==> config.mk <==
export PLATFORM = sky130hd
export DESIGN_NAME = juez_nivel
export DESIGN_NICKNAME = d
export VERILOG_FILES = /design/src/rtl/juez_pkg.sv /design/src/rtl/juez_nivel_detector_carril.sv /design/src/rtl/juez_nivel.sv
export SDC_FILE = /design/constraint.sdc
export NUM_CORES = 1
export LEC_CHECK = 0
export ABC_AREA = 0
export BUFFER_PORTS_ARGS = -buffer_cell sky130_fd_sc_hd__buf_2
export CORE_MARGIN = 4
export CORE_UTILIZATION = 35
export DETAILED_ROUTE_END_ITERATION = 8
export PLACE_DENSITY = 0.54
export SLEW_MARGIN = 20
export SYNTH_ARGS = -nofsm -noshare
export SYNTH_HDL_FRONTEND = slang
export SYNTH_SLANG_ARGS = --single-unit
==> constraint.sdc <==
create_clock -name clk -period 6.5 [get_ports clk]
set_input_delay 1.3 -clock clk [delete_from_list [all_inputs] [get_ports clk]]
set_output_delay 1.3 -clock clk [all_outputs]
set_load 0.01 [all_outputs]
==> src/rtl/juez_pkg.sv <==
// Shared definitions for the Drums Hero level judge: state encoding,
// default tuning constants and a saturating adder used by the counters.
package juez_pkg;

    typedef enum logic [1:0] {
        IDLE    = 2'd0,
        JUGANDO = 2'd1,
        PERDIDO = 2'd2
    } estado_t;

    localparam int N_CARRILES_DEF  = 4;
    localparam int MAX_FALLOS_DEF  = 8;
    localparam int PTS_ACIERTO_DEF = 10;
    localparam int RACHA_X2_DEF    = 5;
    localparam int W_PUNTAJE_DEF   = 12;

    // Unsigned add clamped to 'tope'; operands are widened by one bit so the
    // carry out of 32 bits is never lost before the comparison.
    function automatic logic [31:0] sat_add(
        input logic [31:0] a,
        input logic [31:0] b,
        input logic [31:0] tope
    );
        logic [32:0] suma;
        suma = {1'b0, a} + {1'b0, b};
        if (suma > {1'b0, tope}) begin
            sat_add = tope;
        end else begin
            sat_add = suma[31:0];
        end
    endfunction

endpackage

==> src/rtl/juez_nivel_detector_carril.sv <==
// One drum lane: edge detection of the pad, end-of-window detection of the
// note, and classification of each event into a hit or a miss pulse.
module detector_carril
    import juez_pkg::*;
(
    input  logic clk,
    input  logic reset,
    input  logic habilitar,
    input  logic nota_valida,
    input  logic golpe,
    output logic acierto,
    output logic fallo
);

    logic g_q_r;
    logic n_q_r;
    logic acertado_r;
    logic golpe_edge_s;
    logic fin_ventana_s;
    logic acierto_s;
    logic fallo_s;

    // Classify the current cycle's pad/note activity into hit and miss events.
    always_comb begin
        golpe_edge_s  = golpe & ~g_q_r;
        fin_ventana_s = n_q_r & ~nota_valida;
        if (habilitar) begin
            // A press on the very cycle the window closes still sees n_q_r.
            acierto_s = golpe_edge_s & (nota_valida | n_q_r) & ~acertado_r;
            fallo_s   = (golpe_edge_s & ~nota_valida & ~n_q_r)
                      | (fin_ventana_s & ~acertado_r & ~acierto_s);
        end else begin
            acierto_s = 1'b0;
            fallo_s   = 1'b0;
        end
    end

    assign acierto = acierto_s;
    assign fallo   = fallo_s;

    // Previous-value registers run in every state so a held pad never looks
    // like a fresh press after a state change; the hit flag lives per window.
    always_ff @(posedge clk) begin
        if (reset) begin
            g_q_r      <= 1'b0;
            n_q_r      <= 1'b0;
            acertado_r <= 1'b0;
        end else begin
            g_q_r <= golpe;
            n_q_r <= nota_valida;
            // Window end wins so the next window always starts un-hit.
            if (fin_ventana_s) begin
                acertado_r <= 1'b0;
            end else if (acierto_s) begin
                acertado_r <= 1'b1;
            end else begin
                acertado_r <= acertado_r;
            end
        end
    end

endmodule

==> src/rtl/juez_nivel.sv <==
// Level judge: runs the IDLE/JUGANDO/PERDIDO game machine, sums per-lane
// hit/miss pulses and keeps saturating score, miss and streak counters.
module juez_nivel
    import juez_pkg::*;
#(
    parameter int N_CARRILES  = N_CARRILES_DEF,
    parameter int MAX_FALLOS  = MAX_FALLOS_DEF,
    parameter int PTS_ACIERTO = PTS_ACIERTO_DEF,
    parameter int RACHA_X2    = RACHA_X2_DEF,
    parameter int W_PUNTAJE   = W_PUNTAJE_DEF
) (
    input  logic                  clk,
    input  logic                  reset,
    input  logic                  Stop,
    input  logic [N_CARRILES-1:0] nota_valida,
    input  logic [N_CARRILES-1:0] golpe,
    output logic                  Perdio,
    output logic [W_PUNTAJE-1:0]  puntaje,
    output logic [3:0]            fallos,
    output logic [7:0]            racha
);

    localparam logic [3:0]  MAX_F4    = 4'(MAX_FALLOS);
    localparam logic [31:0] MAX_F32   = 32'(MAX_FALLOS);
    localparam logic [31:0] PUNT_MAX  = 32'((64'd1 << W_PUNTAJE) - 64'd1);
    localparam logic [31:0] RACHA_MAX = 32'd255;

    estado_t                 estado_r;
    logic                    habilitar_s;
    logic [N_CARRILES-1:0]   acierto_s;
    logic [N_CARRILES-1:0]   fallo_s;
    logic [7:0]              n_a_s;
    logic [7:0]              n_f_s;
    logic [31:0]             fallos_sum_s;
    logic [31:0]             racha_sum_s;
    logic [31:0]             factor_s;
    logic [31:0]             incremento_s;
    logic [31:0]             puntaje_sum_s;
    logic [3:0]              fallos_nxt_s;
    logic [7:0]              racha_nxt_s;
    logic [W_PUNTAJE-1:0]    puntaje_nxt_s;
    logic                    unused_bits_s;

    // Events count only while playing and before the miss limit is reached,
    // so the cycle between hitting the limit and entering PERDIDO is frozen.
    always_comb begin
        if ((estado_r == JUGANDO) && (fallos < MAX_F4)) begin
            habilitar_s = 1'b1;
        end else begin
            habilitar_s = 1'b0;
        end
    end

    genvar gi;
    generate
        for (gi = 0; gi < N_CARRILES; gi++) begin : g_carril
            detector_carril u_detector (
                .clk         (clk),
                .reset       (reset),
                .habilitar   (habilitar_s),
                .nota_valida (nota_valida[gi]),
                .golpe       (golpe[gi]),
                .acierto     (acierto_s[gi]),
                .fallo       (fallo_s[gi])
            );
        end
    endgenerate

    // Count hits and misses across all lanes this cycle.
    always_comb begin
        n_a_s = 8'd0;
        n_f_s = 8'd0;
        for (int i = 0; i < N_CARRILES; i++) begin
            n_a_s = n_a_s + {7'd0, acierto_s[i]};
            n_f_s = n_f_s + {7'd0, fallo_s[i]};
        end
    end

    // Next counter values; the score multiplier looks at the streak before
    // this cycle's update, and any miss resets the streak even with hits.
    always_comb begin
        fallos_sum_s = sat_add({28'd0, fallos}, {24'd0, n_f_s}, MAX_F32);
        fallos_nxt_s = fallos_sum_s[3:0];
        racha_sum_s  = sat_add({24'd0, racha}, {24'd0, n_a_s}, RACHA_MAX);
        if (n_f_s != 8'd0) begin
            racha_nxt_s = 8'd0;
        end else begin
            racha_nxt_s = racha_sum_s[7:0];
        end
        if (racha >= 8'(RACHA_X2)) begin
            factor_s = 32'd2;
        end else begin
            factor_s = 32'd1;
        end
        incremento_s  = {24'd0, n_a_s} * 32'(PTS_ACIERTO) * factor_s;
        puntaje_sum_s = sat_add(32'(puntaje), incremento_s, PUNT_MAX);
        puntaje_nxt_s = puntaje_sum_s[W_PUNTAJE-1:0];
    end

    assign unused_bits_s = ^{fallos_sum_s[31:4], racha_sum_s[31:8], puntaje_sum_s};

    // Game machine with registered Perdio and counters.
    always_ff @(posedge clk) begin
        if (reset) begin
            estado_r <= IDLE;
            Perdio   <= 1'b0;
            puntaje  <= '0;
            fallos   <= 4'd0;
            racha    <= 8'd0;
        end else begin
            case (estado_r)
                IDLE: begin
                    Perdio <= 1'b0;
                    if (!Stop) begin
                        estado_r <= JUGANDO;
                        puntaje  <= '0;
                        fallos   <= 4'd0;
                        racha    <= 8'd0;
                    end else begin
                        estado_r <= IDLE;
                    end
                end
                JUGANDO: begin
                    if (Stop) begin
                        estado_r <= IDLE;
                        Perdio   <= 1'b0;
                    end else if (fallos >= MAX_F4) begin
                        estado_r <= PERDIDO;
                        Perdio   <= 1'b1;
                    end else begin
                        estado_r <= JUGANDO;
                        Perdio   <= 1'b0;
                        puntaje  <= puntaje_nxt_s;
                        fallos   <= fallos_nxt_s;
                        racha    <= racha_nxt_s;
                    end
                end
                PERDIDO: begin
                    if (Stop) begin
                        estado_r <= IDLE;
                        Perdio   <= 1'b0;
                    end else begin
                        estado_r <= PERDIDO;
                        Perdio   <= 1'b1;
                    end
                end
                default: begin
                    estado_r <= IDLE;
                    Perdio   <= 1'b0;
                end
            endcase
        end
    end

endmodule

Word-level counts from Yosys, hierarchy flattened
Index checks and enable logic that the tools add are counted.
- register bits after elaboration: 39
- bits of input ports: 11
- output and inout port bits: 25
- logic and storage cells: 143
- add/subtract/negate cells: 9
- multipliers: 2
- order comparisons: 6
- equality and inequality tests: 5
- multiplexer cells: 35
- bitwise operators: 60
- reduce and logical (&&, ||, !) cells: 9
- operators with widths (operator ; number):
    $mux 12 ; 4
    $mux 8 ; 5
    $add 12x32->33 ; 1
    $gt 33x12->1 const B ; 1
    $and 1x1->1 ; 32
    $mul 7x32->31 ; 1
    $pmux 12 s2 ; 1
    $not 1->1 ; 20
    $mux 4 ; 4
    $pmux 8 s2 ; 1
    $mux 1 ; 13
    $add 8x4->9 ; 1
    $gt 9x8->1 const B ; 1
    $add 3x1->4 ; 2
    $ge 8x3->1 const B ; 1
    $mux 2 ; 4
    $or 1x1->1 ; 8
    $pmux 4 s2 ; 1
    $reduce_bool 8->1 ; 1
    $reduce_or 2->1 ; 4
    $mul 4x3->7 const B ; 1
    $add 2x1->3 ; 2
    $ne 2x2->1 const B ; 3
    $pmux 2 s3 ; 1
    other kinds (12) ; 13

Logic depth before layout (Yosys ltp)
- depth after elaboration: 17
- gate-level depth with buffers: 23
- gate-level depth less buffers: 21

Cells and area by module
From an unflattened synthesis, not the netlist that was laid out.
- cells, all modules: 296
- area, all modules: 2657.5 µm²
- modules (own cells, without submodules) (module ; instances ; cells an instance ; area each (µm²) ; seq. area each (µm²)):
    juez_nivel ; 1 ; 232 ; 2072.0 ; 540.5
    detector_carril ; 4 ; 16 ; 146.4 ; 60.1

Least setup slack after synthesis
OpenSTA, ideal clock, no wires.
- path type: input to register
- start point: in golpe[1]
- end point: reg puntaje[4]
- setup time: 0.122 ns
- arrival: 5.072 ns
- data required time: 6.378 ns
- slack: 1.306 ns
- stages: 17
- buffers on the path: 0
- path through: nand2b_1 > nor4_1 > fa_1 > ha_1 > ha_1 > ha_1 > ha_1 > and2_1 > ha_1 > a2111o_1 > nand3_1 > ha_1 > or2_1 > a31oi_1 > a211o_4 > nor2_4 > a221o_1
- word-level cells in the longest chain between the ends: 15
- RTL lines (what ; line ; RTL):
    from (decl) ; juez_nivel.sv:16 ; input logic [N_CARRILES-1:0] golpe,
    $and 1x1->1 * ; juez_nivel_detector_carril.sv:25 ; golpe_edge_s = golpe & ~g_q_r;
    $and 1x1->1 * (2 in a row) ; juez_nivel_detector_carril.sv:29 ; acierto_s = golpe_edge_s & (nota_valida | n_q_r) & ~acertado_r;
    $mux 1 * ; juez_nivel_detector_carril.sv:27 ; if (habilitar) begin
    named net g_carril[1].u_detector.acierto ; juez_nivel_detector_carril.sv:11 ; output logic acierto,
    $add 1x1->2 * ; juez_nivel.sv:74 ; n_a_s = n_a_s + {7'd0, acierto_s[i]};
    $add 2x1->3 * ; juez_nivel.sv:74 ;
    $add 3x1->4 * ; juez_nivel.sv:74 ;
    $mul 4x3->7 * ; juez_nivel.sv:95 ; incremento_s = {24'd0, n_a_s} * 32'(PTS_ACIERTO) * factor_s;
    $mul 7x32->31 * ; juez_nivel.sv:95 ;
    $add 12x32->33 * ; juez_pkg.sv:25 ; suma = {1'b0, a} + {1'b0, b};
    $gt 33x12->1 ; juez_pkg.sv:26 ; if (suma > {1'b0, tope}) begin
    $mux 12 * ; juez_pkg.sv:26 ;
    $mux 12 * ; juez_nivel.sv:127 ; end else if (fallos >= MAX_F4) begin
    $mux 12 * ; juez_nivel.sv:124 ; if (Stop) begin
    $pmux 12 s2 * ; juez_nivel.sv:111 ; case (estado_r)
    to (signal assigned) ; juez_nivel.sv:133 ; puntaje <= puntaje_nxt_s;
    to (decl) ; juez_nivel.sv:18 ; output logic [W_PUNTAJE-1:0] puntaje,
Mark *: on every way through the listed nets, which the timed path passes. The rest lies on a longest branch. The select of a mux whose other input is x is not followed.
A chain may end at the register's enable or synchronous reset.

Final worst setup path
- start point: in golpe[1]
- end point: reg puntaje[10]
The elaborated chain is that of the path after synthesis.

==> impl_metrics.csv <==
group,metric,value,unit
final_layout,final_cell_mix,"39 x dfxtp_1, 35 x buf_2, 30 x a21oi_1",
global_route,grt_pass1_vias,2087,
global_route,grt_max_degree,30,
final_layout,n_antenna_cell,0,
route,num_vias,2263,
final_layout,finish.utilization,41.2,%
synth,synthSimpleGateAreaFrac,20.1,%
sta,fmax,187,MHz
route,vias_per_cell,5.10,
clocking,cts_max_path_buffers,2,
floorplanning,die_h,95.7,um
floorplanning,core_area,7370,um^2
critical_path,r2r_setup_slack,1.20,ns
clocking,htree_levels,2,
sta,post-route-period-util,82.4,%
synth,synth_nets,354,
synth,synth_area_leaders,"dfxtp_1 29%, ha_1 13%, a21oi_1 5.6%",
hold_path,min_to,"fallos[2]",
clocking,cts_tree,"built",
critical_path,required,6.70,ns
route,routed_wl,6090,um
final_layout,area_delta_synth_final,12.8,%
final_layout,finalNetCount,387,
route,routedWlPerCell,13.7,um
synth,ys_seq_elements,39,
clocking,ctsHoldBuffers,0,
clocking,cts.sinks,39,
sta,clock_skew,0.0151,ns
floorplanning,dieArea,9160,um^2
critical_path,worstSetupPathType,"primary input to flip-flop",
placement,globalplace.congestion,0.840,
sta,setup_viol,0,
sta,rsz0062_at_grt,"no",
critical_path,arrival,5.55,ns
clocking,clock_latency,0.30,ns
synth,ys_types,60,
synth,synthXorXnorAreaFrac,2.93,%
floorplanning,die_width,95.7,um
synth,synthMuxAreaShare,0.790,%
sta,finalHoldViolations,0,
critical_path,worst_path_dominant_cell_family,"adder cells",
synth,ys_seq_area_share,29.0,%
synth,synth-compound-area-share,26.6,%
power,ir_drop,0.0839,mV
clocking,root_buffer,"clkbuf_8",
sta,max_slew_margin,57.7,%
route,postRouteAntennaNets,0,
run,max_cap_viol_count,0,
critical_path,critPathLaunchType,"primary input",
global_route,grt-ovfl-total,0,
sta,tightestPinTransition,0.635,ns
sta,hold_ws,0.473,ns
power,power_density,158,nW/um^2
placement,dpl.hpwl,4730,um
critical_path,cp_cell_sequence,"buf_2, nand2b_1, nor4_1, fa_1, ha_1, ha_1, ha_1, ha_1, and2_1, ha_1, xor2_1, nor2_1, a211oi_1, ha_1, a211oi_1, a21oi_1, and3_1, a2111oi_2",
critical_path,crit_slowest_cell,"fa_1",
floorplanning,start_util,36.6,%
synth,synth-main-ff-cell,"dfxtp_1",
power,total_power,0.480,mW
floorplanning,rows,31,
global_route,groute.usage.overall,14.0,%
critical_path,crit_path_end_kind,"flip-flop",
clocking,cts_resized,0,
clocking,cts_buffers,5,
power,power.leakage,1.38,nW
critical_path,crit_buf_inv,1,
final_layout,drive_above_1_share,17.7,%
critical_path,max_stage_delay,0.47,ns
synth,synth_edf_count,0,
hold_path,min_from,"fallos[2]",
sta,tns,0,ns
clocking,post-cts-setup-buffers,0,
critical_path,r2r-end,"puntaje[10]",
route,firstDrtPassIters,4,
critical_path,critical_path.max_fanout,5,
synth,yosys.area.top_type,"dfxtp_1",
synth,syn_inst,311,
global_route,antenna_found_initial,0,
route,route.detailed.drc,0,
synth,synthArstFlopShare,0,%
route,drt-initial-drc-count,78,
final_layout,layout_commonest_cell,"dfxtp_1",
critical_path,r2r-start,"estado_r[1]",
synth,yosys.area_share.adder,16.3,%
sta,final_max_slew_viol_count,0,
outcome,status,"completed",
floorplanning,pin_count,36,
critical_path,worst_path_most_repeated_cell,"ha_1",
clocking,clk_pin_slew,0.09,ns
synth,synth_top_family_by_area,"compound AO/OA/AOI/OAI gates",
hold_path,hold_class,"flip-flop to flip-flop",
hold_path,hold_path_depth,2,
placement,portBuffers,35,
synth,ys_warn_count,0,
global_route,grt_pass1_wl,10100,um
sta,fin_crit,5.36,ns
synth,synth_area,2690,um^2
synth,synth.avg_cell_area,8.66,um^2
synth,synth_top_area_share,29.0,%
critical_path,r2r_cells,19,
## Yosys cell counts (2+ instances only)
library cell  number
a311oi_2           2
a22oi_1            2
clkbuf_1           4
nand2_1           21
o21a_1             2
o31ai_1            3
o21ai_0           14
ha_1              27
buf_4              2
fa_1               5
xnor2_1            5
a211oi_1           5
xor2_1             4
a31oi_1            2
nand3_1            4
inv_1             16
nor2_2             3
a21o_1            12
a211oi_2           2
nor2b_1           10
nor4_1             5
nor3_1             5
dfxtp_1           39
a221o_1            3
o21ai_1            7
nor2_1            29
and3_1             3
a21oi_1           30
nand2b_1          10
and2_1             3
a22o_1             3
## tightest hold or removal path, delay by kind of cell, from the launching register on
kind | cells | cell delay (ns)
AO/OA/AOI/OAI | 1 | 0.05
flip-flops | 1 | 0.33
AND/OR/NAND/NOR | 1 | 0.05
## sequential cells by signal (all words and copies together), names as in the netlist
name                            count
puntaje                            12
racha                               8
fallos                              4
g_carril.u_detector.acertado_r      4
g_carril.u_detector.g_q_r           4
g_carril.u_detector.n_q_r           4
estado_r                            2
Perdio                              1
## through the flow
step,instances,setup WS [ns],area (um^2)
floorplan,311,1.31,2690
finish,444,1.14,3040
detailed placement,436,0.811,2940
global placement,436,0.858,2940
CTS,444,1.11,3040
global route,444,0.699,3040
## where the power goes
| group | switching [mW] | internal (mW) |
|---|---|---|
| combinational | 0.0350 | 0.0197 |
| sequential | 0.00245 | 0.243 |
| clock | 0.0928 | 0.0869 |
| total | 0.130 | 0.350 |
## metal layers
layer | vias up | part of all wire (%) | GRT usage [%]
met4 | 0 | 1.4 | 3.91
li1 | 1188 | - | -
met1 | 1024 | 51 | 20.0
met3 | 7 | 3.8 | 2.66
met5 | - | 0 | 0
met2 | 44 | 44 | 21.5
## cell type report
| class | instances | area (um^2) |
|---|---|---|
| Inverter | 17 | 63.8 |
| Multi-Input combinational cell | 246 | 1800 |
| Timing Repair Buffer | 35 | 175 |
| Sequential cell | 39 | 781 |
| Clock buffer | 6 | 82.6 |
| Fill cell | 770 | 4330 |
| Clock inverter | 2 | 13.8 |
| Tap cell | 99 | 124 |
## logic make-up (layout without fill, tap and decap cells)
kind of cell / after synthesis / in the layout
flops: 39 / 39
fa+ha+maj: 32 / 32
simple gates: 100 / 100
compound gates: 102 / 102
mux: 2 / 2
other cells: 1 / 1
buf+inv: 26 / 60
xor+xnor: 9 / 9
## how the worst max path moves through the flow
stage | slack [ns] | start | cells past startpoint | to
floorplan | 1.31 | golpe[1] | 17 | puntaje[4]
global placement | 0.86 | golpe[3] | 18 | puntaje[4]
detailed placement | 0.81 | golpe[1] | 18 | puntaje[7]
CTS | 1.11 | golpe[1] | 18 | puntaje[7]
global route | 0.70 | estado_r[1] | 19 | puntaje[10]
finish | 1.14 | golpe[1] | 18 | puntaje[10]
No activity file was read; power rests on OpenSTA's default activity.
